## config.mk

```make
export PLATFORM = sky130hd
export DESIGN_NAME = mux_gate_alu_flat
export DESIGN_NICKNAME = d
export VERILOG_FILES = /design/src/rtl/mux_gate_alu_pkg.sv /design/src/rtl/mux_gate_alu_if.sv /design/src/rtl/mux_gate_slice.sv /design/src/rtl/mux_gate_alu.sv /design/src/flat_wrapper.sv
export SDC_FILE = /design/constraint.sdc
export NUM_CORES = 1
export LEC_CHECK = 0
export ABC_AREA = 1
export BUFFER_PORTS_ARGS = -buffer_cell sky130_fd_sc_hd__buf_2
export CAP_MARGIN = 10
export CORE_UTILIZATION = 30
export CTS_CLUSTER_SIZE = 16
export DETAILED_ROUTE_END_ITERATION = 8
export HOLD_SLACK_MARGIN = 0.1
export SETUP_SLACK_MARGIN = 0.1
export SLEW_MARGIN = 20
export SYNTH_ARGS = -nofsm -noshare
export SYNTH_HDL_FRONTEND = slang
export SYNTH_HIERARCHICAL = 1
export SYNTH_SLANG_ARGS = --single-unit
export TNS_END_PERCENT = 30
```

## constraint.sdc

```tcl
create_clock -name clk -period 3.1 [get_ports clk]
set_input_delay 0.62 -clock clk [delete_from_list [all_inputs] [get_ports clk]]
set_output_delay 0.62 -clock clk [all_outputs]
set_load 0.01 [all_outputs]
```

## src/rtl/mux_gate_alu_pkg.sv

```systemverilog
// mux_gate_alu_pkg: shared opcode encoding and the per-op mux data-input
// selection used by every bit slice of mux_gate_alu.
//   OP_W        opcode width
//   op_e        opcode enum (AND..BUF)
//   mux_inputs  returns {i1, i0} for one bit, given the opcode and that B bit
package mux_gate_alu_pkg;

    localparam int OP_W = 3;

    typedef enum logic [OP_W-1:0] {
        OP_AND  = 3'd0,
        OP_OR   = 3'd1,
        OP_NOT  = 3'd2,
        OP_NAND = 3'd3,
        OP_NOR  = 3'd4,
        OP_XNOR = 3'd5,
        OP_XOR  = 3'd6,
        OP_BUF  = 3'd7
    } op_e;

    // y = a ? i1 : i0, so each function reduces to picking i0/i1 from
    // {0, 1, b, ~b}.
    function automatic logic [1:0] mux_inputs(input op_e op, input logic b);
        logic [1:0] sel;
        sel = 2'b00;
        case (op)
            OP_AND:  sel = {b,    1'b0};
            OP_OR:   sel = {1'b1, b   };
            OP_NOT:  sel = {1'b0, 1'b1};
            OP_NAND: sel = {~b,   1'b1};
            OP_NOR:  sel = {1'b0, ~b  };
            OP_XNOR: sel = {b,    ~b  };
            OP_XOR:  sel = {~b,   b   };
            OP_BUF:  sel = {1'b1, 1'b0};
            default: sel = 2'b00;
        endcase
        return sel;
    endfunction

endpackage

```

## src/rtl/mux_gate_alu_if.sv

```systemverilog
// mux_gate_alu_if: valid/ready operand stream in, valid/ready result stream
// out. The flag signals exist only when MUX_GATE_ALU_FLAGS_EN is defined.
//   master  drives operands and out_ready (the producer/consumer side)
//   slave   the ALU side
interface mux_gate_alu_if #(
    parameter int WIDTH = 8
);
    import mux_gate_alu_pkg::*;

    logic             in_valid;
    logic             in_ready;
    logic [OP_W-1:0]  in_op;
    logic             in_acc;
    logic [WIDTH-1:0] in_a;
    logic [WIDTH-1:0] in_b;
    logic             out_valid;
    logic             out_ready;
    logic [WIDTH-1:0] out_y;
    logic [OP_W-1:0]  out_op;
`ifdef MUX_GATE_ALU_FLAGS_EN
    logic             out_zero;
    logic             out_parity;
`endif

    modport master (
        output in_valid, in_op, in_acc, in_a, in_b, out_ready,
        input  in_ready, out_valid, out_y, out_op
`ifdef MUX_GATE_ALU_FLAGS_EN
        , input out_zero, out_parity
`endif
    );

    modport slave (
        input  in_valid, in_op, in_acc, in_a, in_b, out_ready,
        output in_ready, out_valid, out_y, out_op
`ifdef MUX_GATE_ALU_FLAGS_EN
        , output out_zero, out_parity
`endif
    );

endinterface

```

## src/rtl/mux_gate_slice.sv

```systemverilog
// mux_gate_slice: one result bit, a gate-level 2:1 mux (y = a ? i1 : i0).
//   a   select (operand A bit)
//   i0  data when a = 0
//   i1  data when a = 1
//   y   result bit
module mux_gate_slice (
    input  wire a,
    input  wire i0,
    input  wire i1,
    output wire y
);

    wire a_n;
    wire t0;
    wire t1;

    not u_inv (a_n, a);
    and u_and0 (t0, a_n, i0);
    and u_and1 (t1, a, i1);
    or  u_or (y, t0, t1);

endmodule

```

## src/rtl/mux_gate_alu.sv

```systemverilog
// mux_gate_alu: two-stage pipelined bitwise logic unit with valid/ready
// backpressure and an accumulate mode (operand A taken from the previous
// result). Optional flags (out_zero, out_parity) under MUX_GATE_ALU_FLAGS_EN.
//   clk    rising-edge clock
//   rst_n  asynchronous active-low reset
//   bus    mux_gate_alu_if slave: in_* operand stream, out_* result stream
module mux_gate_alu
    import mux_gate_alu_pkg::*;
#(
    parameter int WIDTH = 8
) (
    input  logic                 clk,
    input  logic                 rst_n,
    mux_gate_alu_if.slave        bus
);

    logic             s1_valid;
    op_e              s1_op;
    logic             s1_acc;
    logic [WIDTH-1:0] s1_a;
    logic [WIDTH-1:0] s1_b;

    logic             out_valid;
    logic [WIDTH-1:0] out_y;
    logic [OP_W-1:0]  out_op;
    logic [WIDTH-1:0] acc;

    logic             s1_load;
    logic             s2_load;
    logic             in_ready;
    logic [WIDTH-1:0] op_a;
    logic [WIDTH-1:0] y_next;

    assign s2_load  = s1_valid && (!out_valid || bus.out_ready);
    assign in_ready = !s1_valid || s2_load;
    assign s1_load  = bus.in_valid && in_ready;

    // Accumulator is read when the beat is computed, not when accepted, so
    // back-to-back accumulate beats see the result just produced.
    assign op_a = s1_acc ? acc : s1_a;

    for (genvar i = 0; i < WIDTH; i++) begin : g_slice
        logic [1:0] sel;
        assign sel = mux_inputs(s1_op, s1_b[i]);
        mux_gate_slice u_slice (
            .a  (op_a[i]),
            .i0 (sel[0]),
            .i1 (sel[1]),
            .y  (y_next[i])
        );
    end

    always_ff @(posedge clk or negedge rst_n) begin
        if (!rst_n) begin
            s1_valid  <= 1'b0;
            s1_op     <= OP_AND;
            s1_acc    <= 1'b0;
            s1_a      <= '0;
            s1_b      <= '0;
            out_valid <= 1'b0;
            out_y     <= '0;
            out_op    <= '0;
            acc       <= '0;
        end else begin
            if (s1_load) begin
                s1_valid <= 1'b1;
                s1_op    <= op_e'(bus.in_op);
                s1_acc   <= bus.in_acc;
                s1_a     <= bus.in_a;
                s1_b     <= bus.in_b;
            end else if (s2_load) begin
                s1_valid <= 1'b0;
            end

            if (s2_load) begin
                out_valid <= 1'b1;
                out_y     <= y_next;
                out_op    <= s1_op;
                acc       <= y_next;
            end else if (bus.out_ready) begin
                out_valid <= 1'b0;
            end
        end
    end

`ifdef MUX_GATE_ALU_FLAGS_EN
    logic out_zero;
    logic out_parity;

    always_ff @(posedge clk or negedge rst_n) begin
        if (!rst_n) begin
            out_zero   <= 1'b0;
            out_parity <= 1'b0;
        end else if (s2_load) begin
            out_zero   <= (y_next == '0);
            out_parity <= ^y_next;
        end
    end

    assign bus.out_zero   = out_zero;
    assign bus.out_parity = out_parity;
`else
    // Flag registers and ports are not built.
`endif

    assign bus.in_ready  = in_ready;
    assign bus.out_valid = out_valid;
    assign bus.out_y     = out_y;
    assign bus.out_op    = out_op;

endmodule
```

## src/flat_wrapper.sv

```systemverilog
// flat-port wrapper written by rule: the top's interface ports become plain ports
module mux_gate_alu_flat import mux_gate_alu_pkg::*;
#(
    parameter int WIDTH = 8
)
  (clk, rst_n, bus_in_valid, bus_in_op, bus_in_acc, bus_in_a, bus_in_b, bus_out_ready, bus_in_ready, bus_out_valid, bus_out_y, bus_out_op);
  mux_gate_alu_if #(.WIDTH(WIDTH)) bus_i ();
  input  logic clk;
  input  logic rst_n;
  input wire logic [$bits(bus_i.in_valid)-1:0] bus_in_valid;
  input wire logic [$bits(bus_i.in_op)-1:0] bus_in_op;
  input wire logic [$bits(bus_i.in_acc)-1:0] bus_in_acc;
  input wire logic [$bits(bus_i.in_a)-1:0] bus_in_a;
  input wire logic [$bits(bus_i.in_b)-1:0] bus_in_b;
  input wire logic [$bits(bus_i.out_ready)-1:0] bus_out_ready;
  output wire logic [$bits(bus_i.in_ready)-1:0] bus_in_ready;
  output wire logic [$bits(bus_i.out_valid)-1:0] bus_out_valid;
  output wire logic [$bits(bus_i.out_y)-1:0] bus_out_y;
  output wire logic [$bits(bus_i.out_op)-1:0] bus_out_op;
  assign bus_i.in_valid = bus_in_valid;
  assign bus_i.in_op = bus_in_op;
  assign bus_i.in_acc = bus_in_acc;
  assign bus_i.in_a = bus_in_a;
  assign bus_i.in_b = bus_in_b;
  assign bus_i.out_ready = bus_out_ready;
  assign bus_in_ready = bus_i.in_ready;
  assign bus_out_valid = bus_i.out_valid;
  assign bus_out_y = bus_i.out_y;
  assign bus_out_op = bus_i.out_op;
  mux_gate_alu #(.WIDTH(WIDTH)) u_core (.clk(clk), .rst_n(rst_n), .bus(bus_i));
endmodule
```

**After elaboration in Yosys (flattened, before gate mapping)**

Index checks and enable logic that the tools add are counted.

- Bitwise operators: 40
- Reduce and logical (&&, ||, !) cells: 9
- Mux-type cells: 13
- Eq/ne operators: 7

Operator list:

| operator | count |
|---|---|
| $pmux 2 s8 | 8 |
| $and 1x1->1 | 16 |
| $not 1->1 | 16 |
| $eq 3x3->1 const B | 4 |
| $mux 8 | 1 |
| $or 1x1->1 | 8 |
| $eq 3x2->1 const B | 2 |
| $mux 1 | 4 |
| $reduce_bool 2->1 | 2 |
| $eq 3x1->1 const B | 1 |
| $logic_not 3->1 | 1 |
| $logic_and 1x1->1 | 2 |
| $logic_not 1->1 | 2 |
| $logic_or 1x1->1 | 2 |

- Word-level logic and storage cells: 77
- Input bits: 24
- Bits in registers: 33
- Output and inout port bits: 13

**Depth between registers and ports, before layout**

Gate-level depths: netlist of the first run.

- Word-level depth: 6
- Gate-level depth with buffers: 11
- Depth with buffers taken out: 10

**By module**

Netlist of the first run, hierarchy kept.

Modules (own cells, without submodules):

| module | cells each | instances | area an instance (µm²) |
|---|---|---|---|
| mux_gate_alu | 249 | 1 | 1,850.5 |
| mux_gate_slice | 4 | 8 | 15.0 |

**Worst setup path before layout of the first run**

No wires, ideal clock.

- Path kind: input-to-output
- From: input port bus_out_ready
- To: output port bus_in_ready
- Stages on the path: 3
- Setup slack: 1.547 ns
- Arrival: 0.933 ns
- Required time: 2.480 ns
- Cell sequence: inv_2 > nand3_2 > buf_2

- Longest elaborated chain between the ends: 3

RTL lines:

| what | line | source |
|---|---|---|
| start: declaration | flat_wrapper.sv:15 | `input wire logic [$bits(bus_i.out_ready)-1:0] bus_out_ready;` |
| $logic_or 1x1->1 | mux_gate_alu.sv:34 | `assign s2_load = s1_valid && (!out_valid \|\| bus.out_ready);` |
| $logic_and 1x1->1 | mux_gate_alu.sv:34 |  |
| $logic_or 1x1->1 | mux_gate_alu.sv:35 | `assign in_ready = !s1_valid \|\| s2_load;` |
| end: declaration | flat_wrapper.sv:16 | `output wire logic [$bits(bus_i.in_ready)-1:0] bus_in_ready;` |

Every way passes these cells.

**Worst setup path in the final report of the first run**

- From: register u_core.s1_valid
- To: output port bus_in_ready

- Longest elaborated chain between the ends: 2
- Elaborated cells on any way between the ends: 3
- Those cells by class: reduce/logical: 3

RTL lines:

| what | line | source |
|---|---|---|
| start: declaration | mux_gate_alu.sv:17 | `logic s1_valid;` |
| start signal: assignment | mux_gate_alu.sv:55 | `s1_valid <= 1'b0;` |
| start signal: assignment | mux_gate_alu.sv:66 | `s1_valid <= 1'b1;` |
| start signal: assignment | mux_gate_alu.sv:72 | `s1_valid <= 1'b0;` |
| $logic_not 1->1 / $logic_and 1x1->1 (equally long branches) | mux_gate_alu.sv:35, mux_gate_alu.sv:34 |  |
| $logic_or 1x1->1 * | mux_gate_alu.sv:35 |  |

Mark *: on every way between the ends. The rest lies on a longest branch, timed or not.

==> results of run 1 <==
==> flip-flops by register name, indices dropped and copies added (netlist names) <==
signal / flops
u_core/s1_a: 8
u_core/s1_valid: 1
u_core/bus.out_valid: 1
u_core/bus.out_y: 8
u_core/s1_acc: 1
u_core/s1_op: 3
u_core/bus.out_op: 3
u_core/s1_b: 8
==> Yosys cell counts <==
cell        n  area [um2]
nand2_1   134       503.0
buf_6       2       22.52
mux2_2      8       90.09
inv_1      18       67.56
nor2_2      4       25.02
clkbuf_1    2       7.510
a21oi_1     5       25.02
buf_2       5       25.02
nand3_1    42       210.2
dfrtp_1    33       825.8
nand3_2     1       10.01
nor2_4      1       11.26
buf_4       5       37.54
o21ai_1     8       40.04
o21ai_0     1       5.000
inv_2       4       15.01
nand2_2     3       18.77
nand4_1     5       31.28
==> where the power goes <==
part	leakage, nW	switching [mW]	internal (mW)	total, mW
combinational	0.803	0.307	0.219	0.526
sequential	0.405	0.111	0.536	0.647
clock	0.0395	0.155	0.160	0.315
==> worst min-delay path by stage <==
stage / from / to / slack (ps) / cells after the start
finish: rst_n / u_core/bus.out_op[0] / 400 / 1
global route: rst_n / u_core/s1_b[2] / 470 / 1
CTS: rst_n / u_core/bus.out_op[0] / 430 / 1
detailed placement: u_core/s1_a[7] / u_core/s1_a[7] / 460 / 2
global placement: u_core/s1_a[7] / u_core/s1_a[7] / 450 / 2
floorplan: rst_n / u_core/bus.out_op[0] / 320 / 0
==> metrics by stage <==
| step | instances | total power, mW | util [%] | setup WS [ps] |
|---|---|---|---|---|
| detailed placement | 380 | 1.188 | 33.93 | 905.9 |
| global placement | 380 | 1.176 | 33.93 | 967.6 |
| global route | 388 | 1.618 | 35.19 | 697.9 |
| finish | 388 | 1.487 | 35.19 | 798.6 |
| floorplan | 281 | 1.032 | - | 1547 |
| CTS | 388 | 1.509 | 35.19 | 807.1 |
==> metal layers <==
metal	part of all wire [%]	vias to the layer above	wire [um]	global-route usage, %
met2	48	35	2237	24.52
li1	-	947	-	-
met3	3.8	7	176	3.280
met5	0	-	0	0
met1	47	858	2161	18.92
met4	0.95	0	44	4.545
==> worst max-delay path, stage by stage (launching register included) <==
cell and delay (ps):
dfrtp_1 590, nand3_2 500, buf_2 310
==> logic make-up after synthesis <==
kind of cell	Yosys count	share of synthesized area [%]
simple gates	190	41.08
buf+inv	36	8.888
flops	33	41.90
compound gates	14	3.555
mux	8	4.572
==> layout make-up <==
class / count / area (um2) / area share, %
Timing Repair Buffer: 36 / 180.2 / 8.063
Sequential cell: 33 / 825.8 / 36.95
Inverter: 22 / 82.58 / 3.695
Multi-Input combinational cell: 212 / 969.7 / 43.39
Clock buffer: 8 / 80.08 / 3.583
Tap cell: 77 / 96.34 / 4.311
==> flow_metrics.env, run 1 <==
export IMPL_ys_ff_latch=33
export IMPL_port_buffers=36
export IMPL_clock_tree_htree_level_count=2
export IMPL_crit_end="bus_in_ready"
export IMPL_worst_skew_pair_late_latency_ps=280
export IMPL_timing_setup_tns_ps=0
export IMPL_cts_buffers_inserted=5
export IMPL_cp_max_fo=23
export IMPL_maxClockFrequency_mhz=434.5
export IMPL_cts_post_setup_buffers_inserted=0
export IMPL_worstReg2RegStart="u_core/s1_valid"
export IMPL_start_util_pct=31.03
export IMPL_die_h_um=83.05
export IMPL_vias=1847
export IMPL_fin_crit_ps=2301
export IMPL_place_congestion=0.8715
export IMPL_worstReg2RegEnd="u_core/s1_b[4]"
export IMPL_postRouteAntennaNets=0
export IMPL_chipWidth_um=83.05
export IMPL_antenna_found_initial=0
export IMPL_clock_path_buffers=2
export IMPL_r2r_worst_path_cells=4
export IMPL_critical_path_startpoint_type="flip-flop"
export IMPL_dr_pass1_iters=5
export IMPL_syn_mean_instance_area_um2=7.013
export IMPL_worst_r2r_setup_slack_ps=1030
export IMPL_tritoncts="yes"
export IMPL_timing_worst_setup_path_type="reg -> out"
export IMPL_viasPerCell=4.760
export IMPL_power_density_cell_area_nw_per_um2=665.6
export IMPL_final_hold_violation_count=0
export IMPL_clockRootBuffer="clkbuf_8"
export IMPL_synthesis_instances=281
export IMPL_synth_area_um2=1971
export IMPL_grt_first_pass_wirelength_mm=8.162
export IMPL_min_period_over_period_pct=74.24
export IMPL_tritoncts_num_sinks=33
export IMPL_ios=37
export IMPL_die_area_um2=6897
export IMPL_setup_skew_after_layout_ps=3.422
export IMPL_first_global_vias=1776
export IMPL_route_detailed_drc=0
export IMPL_max_vdd_ir_drop_mv=0.3067
export IMPL_critPathRequiredTime_ps=2480
export IMPL_cap_viol_max_count=0
export IMPL_layout_cell_area_non_filler_um2=2235
export IMPL_grt_start_max_net_pins=34
export IMPL_cts_repair_resizes=0
export IMPL_finalSetupViolations=0
export IMPL_commonest_non_fill_non_tap_cell_in_the_layout="nand2_1"
export IMPL_synth_cell_type_count=18
export IMPL_post_drt_wl_per_cell_um=11.90
export IMPL_worst_hold_path_type="in -> async"
export IMPL_totalWireLength_mm=4.619
export IMPL_status="finished, final reports clean"
export IMPL_core_area_um2=6350
export IMPL_maxSlewViolCount=0
export IMPL_rsz0062_at_grt="no"
export IMPL_final_fill_count=693
export IMPL_crit_start="u_core/s1_valid"
export IMPL_number_of_rows_in_the_core_area=29
export IMPL_synthToLayoutAreaGrowth_pct=13.40
export IMPL_post_route_cells_drive_above_1_share_pct=19.94
export IMPL_max_slew_margin_rel_pct=49.55
export IMPL_hold_buffers=0
export IMPL_worst_slew_pin_transition_ps=756.7
export IMPL_crit_arrival_ps=1680
export IMPL_ys_seq_area_share_pct=41.90
export IMPL_leakage_nw=1.248
export IMPL_whs_ps=402.4
export IMPL_synthesis_nets=305
export IMPL_grt_overflow=0
export IMPL_worstSetupEndpointType="output port"
export IMPL_mostFrequentLayoutCells="nand2_1 (134), nand3_1 (42), buf_2 (36), dfrtp_1 (33), inv_1 (18)"
export IMPL_antennaDiodeCount=0
export IMPL_clk_pin_slew_ps=70
export IMPL_grt_util_all_layers_pct=14.69
export IMPL_finish_net_count=334
export IMPL_detail_route_iter0_violations=72
export IMPL_placement_cell_area_um2=2155
export IMPL_dpl_hpwl_mm=3.254
export IMPL_yosys_warnings=6
No activity file was read; power rests on OpenSTA's default activity.
==> run 2, diff against run 1 <==
==> constraint.sdc (replaced) <==
create_clock -name clk -period 2 [get_ports clk]
set_input_delay 0.4 -clock clk [delete_from_list [all_inputs] [get_ports clk]]
set_output_delay 0.4 -clock clk [all_outputs]
set_load 0.01 [all_outputs]
==> flow_metrics.env, run 2 (synthesized netlist as in run 1, its figures left out) <==
export IMPL_status="finished, final reports clean"
export IMPL_clock_tree_htree_level_count=2
export IMPL_post_route_cells_drive_above_1_share_pct=21.59
export IMPL_number_of_rows_in_the_core_area=29
export IMPL_totalWireLength_mm=4.796
export IMPL_critPathMostFrequentCell="nand2_1"
export IMPL_tritoncts_num_sinks=33
export IMPL_tritoncts="yes"
export IMPL_cap_viol_max_count=0
export IMPL_routed_wl_met2_mm=2.348
export IMPL_ios=37
export IMPL_critical_path_buf_inv_count=0
export IMPL_cts_repair_resizes=0
export IMPL_vias=1885
export IMPL_postRouteAntennaNets=0
export IMPL_power_density_cell_area_nw_per_um2=1028
export IMPL_finalSetupViolations=0
export IMPL_critical_path_top_delay_family="simple AND/OR/NAND/NOR gates"
export IMPL_clk_pin_slew_ps=70
export IMPL_setup_skew_after_layout_ps=4.684
export IMPL_max_vdd_ir_drop_mv=0.4196
export IMPL_antennaDiodeCount=0
export IMPL_maxClockFrequency_mhz=619.9
export IMPL_first_global_vias=1781
export IMPL_route_detailed_drc=0
export IMPL_die_h_um=83.05
export IMPL_p_seq_share_pct=43.0
export IMPL_detail_route_iter0_violations=77
export IMPL_sum_of_routed_wire_segments_on_met1_mm=2.228
export IMPL_netSwitchingPower_mw=0.9098
export IMPL_switching_share_pct=39.03
export IMPL_placement_cell_area_um2=2185
export IMPL_power_clock_fraction_pct=20.8
export IMPL_cp_slowest_cell="dfrtp_1"
export IMPL_finish_net_count=338
export IMPL_worst_slew_pin_transition_ps=748.3
export IMPL_critPathRequiredTime_ps=2180
export IMPL_power_report_internal_total_mw=1.421
export IMPL_post_drt_wl_per_cell_um=12.23
export IMPL_viasPerCell=4.809
export IMPL_antenna_found_initial=0
export IMPL_start_util_pct=31.03
export IMPL_max_slew_margin_rel_pct=50.11
export IMPL_max_incr_delay_on_cp_ps=700
export IMPL_final_fill_count=678
export IMPL_clock_path_buffers=2
export IMPL_chipWidth_um=83.05
export IMPL_worst_skew_pair_late_latency_ps=280
export IMPL_cp_max_fo=15
export IMPL_clockRootBuffer="clkbuf_8"
export IMPL_whs_ps=181.7
export IMPL_top_signal_layer_used="met4"
export IMPL_min_period_over_period_pct=80.66
export IMPL_maxSlewViolCount=0
export IMPL_cts_buffers_inserted=5
export IMPL_worst_hold_path_type="in -> async"
export IMPL_synthToLayoutAreaGrowth_pct=15.05
export IMPL_timing_setup_tns_ps=0
export IMPL_comb_power_share_pct=36.2
export IMPL_leakage_nw=1.272
export IMPL_grt_overflow=0
export IMPL_place_congestion=0.8559
export IMPL_crit_arrival_ps=1790
export IMPL_mostFrequentLayoutCells="nand2_1 (134), nand3_1 (42), buf_2 (36), dfrtp_1 (33), inv_1 (18)"
export IMPL_worstSetupEndpointType="flip-flop"
export IMPL_cts_post_setup_buffers_inserted=0
export IMPL_timing_worst_setup_path_type="reg -> reg"
export IMPL_dpl_hpwl_mm=3.378
export IMPL_layout_cell_area_non_filler_um2=2267
export IMPL_port_buffers=36
export IMPL_fin_crit_ps=1613
export IMPL_dr_pass1_iters=4
export IMPL_hold_buffers=0
export IMPL_timing_critical_path_cells="nor2_4, nand2_2, nand2_1, nand2_1, nand3_1, nand2_1, nand2_1, nand3_1, nand2_1"
export IMPL_grt_util_all_layers_pct=15.40
export IMPL_rsz0062_at_grt="no"
export IMPL_grt_first_pass_wirelength_mm=8.556
export IMPL_core_area_um2=6350
export IMPL_critical_path_startpoint_type="flip-flop"
export IMPL_die_area_um2=6897
export IMPL_reg_largest_list="u_core/bus.out_y x8, u_core/s1_a x8, u_core/s1_b x8"
export IMPL_final_hold_violation_count=0
export IMPL_grt_start_max_net_pins=34
export IMPL_met3_length_um=161
export IMPL_commonest_non_fill_non_tap_cell_in_the_layout="nand2_1"
-- run 2: cell types whose count changed in the layout (fill, tap and decap cells not counted) --
cell / delta
clkbuf_1: -2
buf_4: +4
clkinv_2: +2
-- run 2: worst paths after layout --
| check | start | end | slack (ps) | cells past startpoint |
|---|---|---|---|---|
| setup / recovery | u_core/s1_op[2] | u_core/bus.out_y[1] | 390 | 9 |
| hold / removal | rst_n | u_core/bus.out_op[2] | 180 | 1 |
| setup reg to reg | u_core/s1_op[2] | u_core/bus.out_y[1] | 390 | 9 |
| hold reg to reg | u_core/s1_a[0] | u_core/s1_a[0] | 470 | 2 |
| max in group asynchronous | rst_n | u_core/s1_b[7] | 1340 | 1 |
| min in group clk | bus_in_a[1] | u_core/s1_a[1] | 350 | 3 |
-- run 2: cell type report --
type	instances	area (um2)	area share [%]
clock inverter	2	10.01	0.4415
inverter	22	82.58	3.642
tap	77	96.34	4.249
multi-input combinational	212	969.7	42.77
clock buffer	6	72.57	3.201
sequential	33	825.8	36.42
timing repair buffer	40	210.2	9.272
-- run 2: power by group through the flow --
stage,Combinational [mW],Sequential (mW),Clock [mW]
2_1_floorplan,0.599,1.00,0
3_3_place_gp,0.837,1.01,0
3_5_place_dp,0.850,1.02,0
4_1_cts,0.853,1.00,0.504
5_1_grt,0.983,1.03,0.534
6_report,0.843,1.00,0.486
-- run 2: per-stage QoR --
step,total power [mW],util (%),std cells,setup WS (ps)
2_1_floorplan,1.600,-,281,770.6
3_3_place_gp,1.847,34.40,384,420.6
3_5_place_dp,1.865,34.40,384,382.7
4_1_cts,2.361,35.70,392,374.0
5_1_grt,2.551,35.70,392,227.8
6_report,2.331,35.70,392,386.8
-- run 2: layer usage --
metal | vias to the layer above | global-route usage, %
met5 | - | 0
met4 | 0 | 4.545
met3 | 6 | 3.280
met2 | 37 | 25.48
met1 | 882 | 20.24
li1 | 960 | -
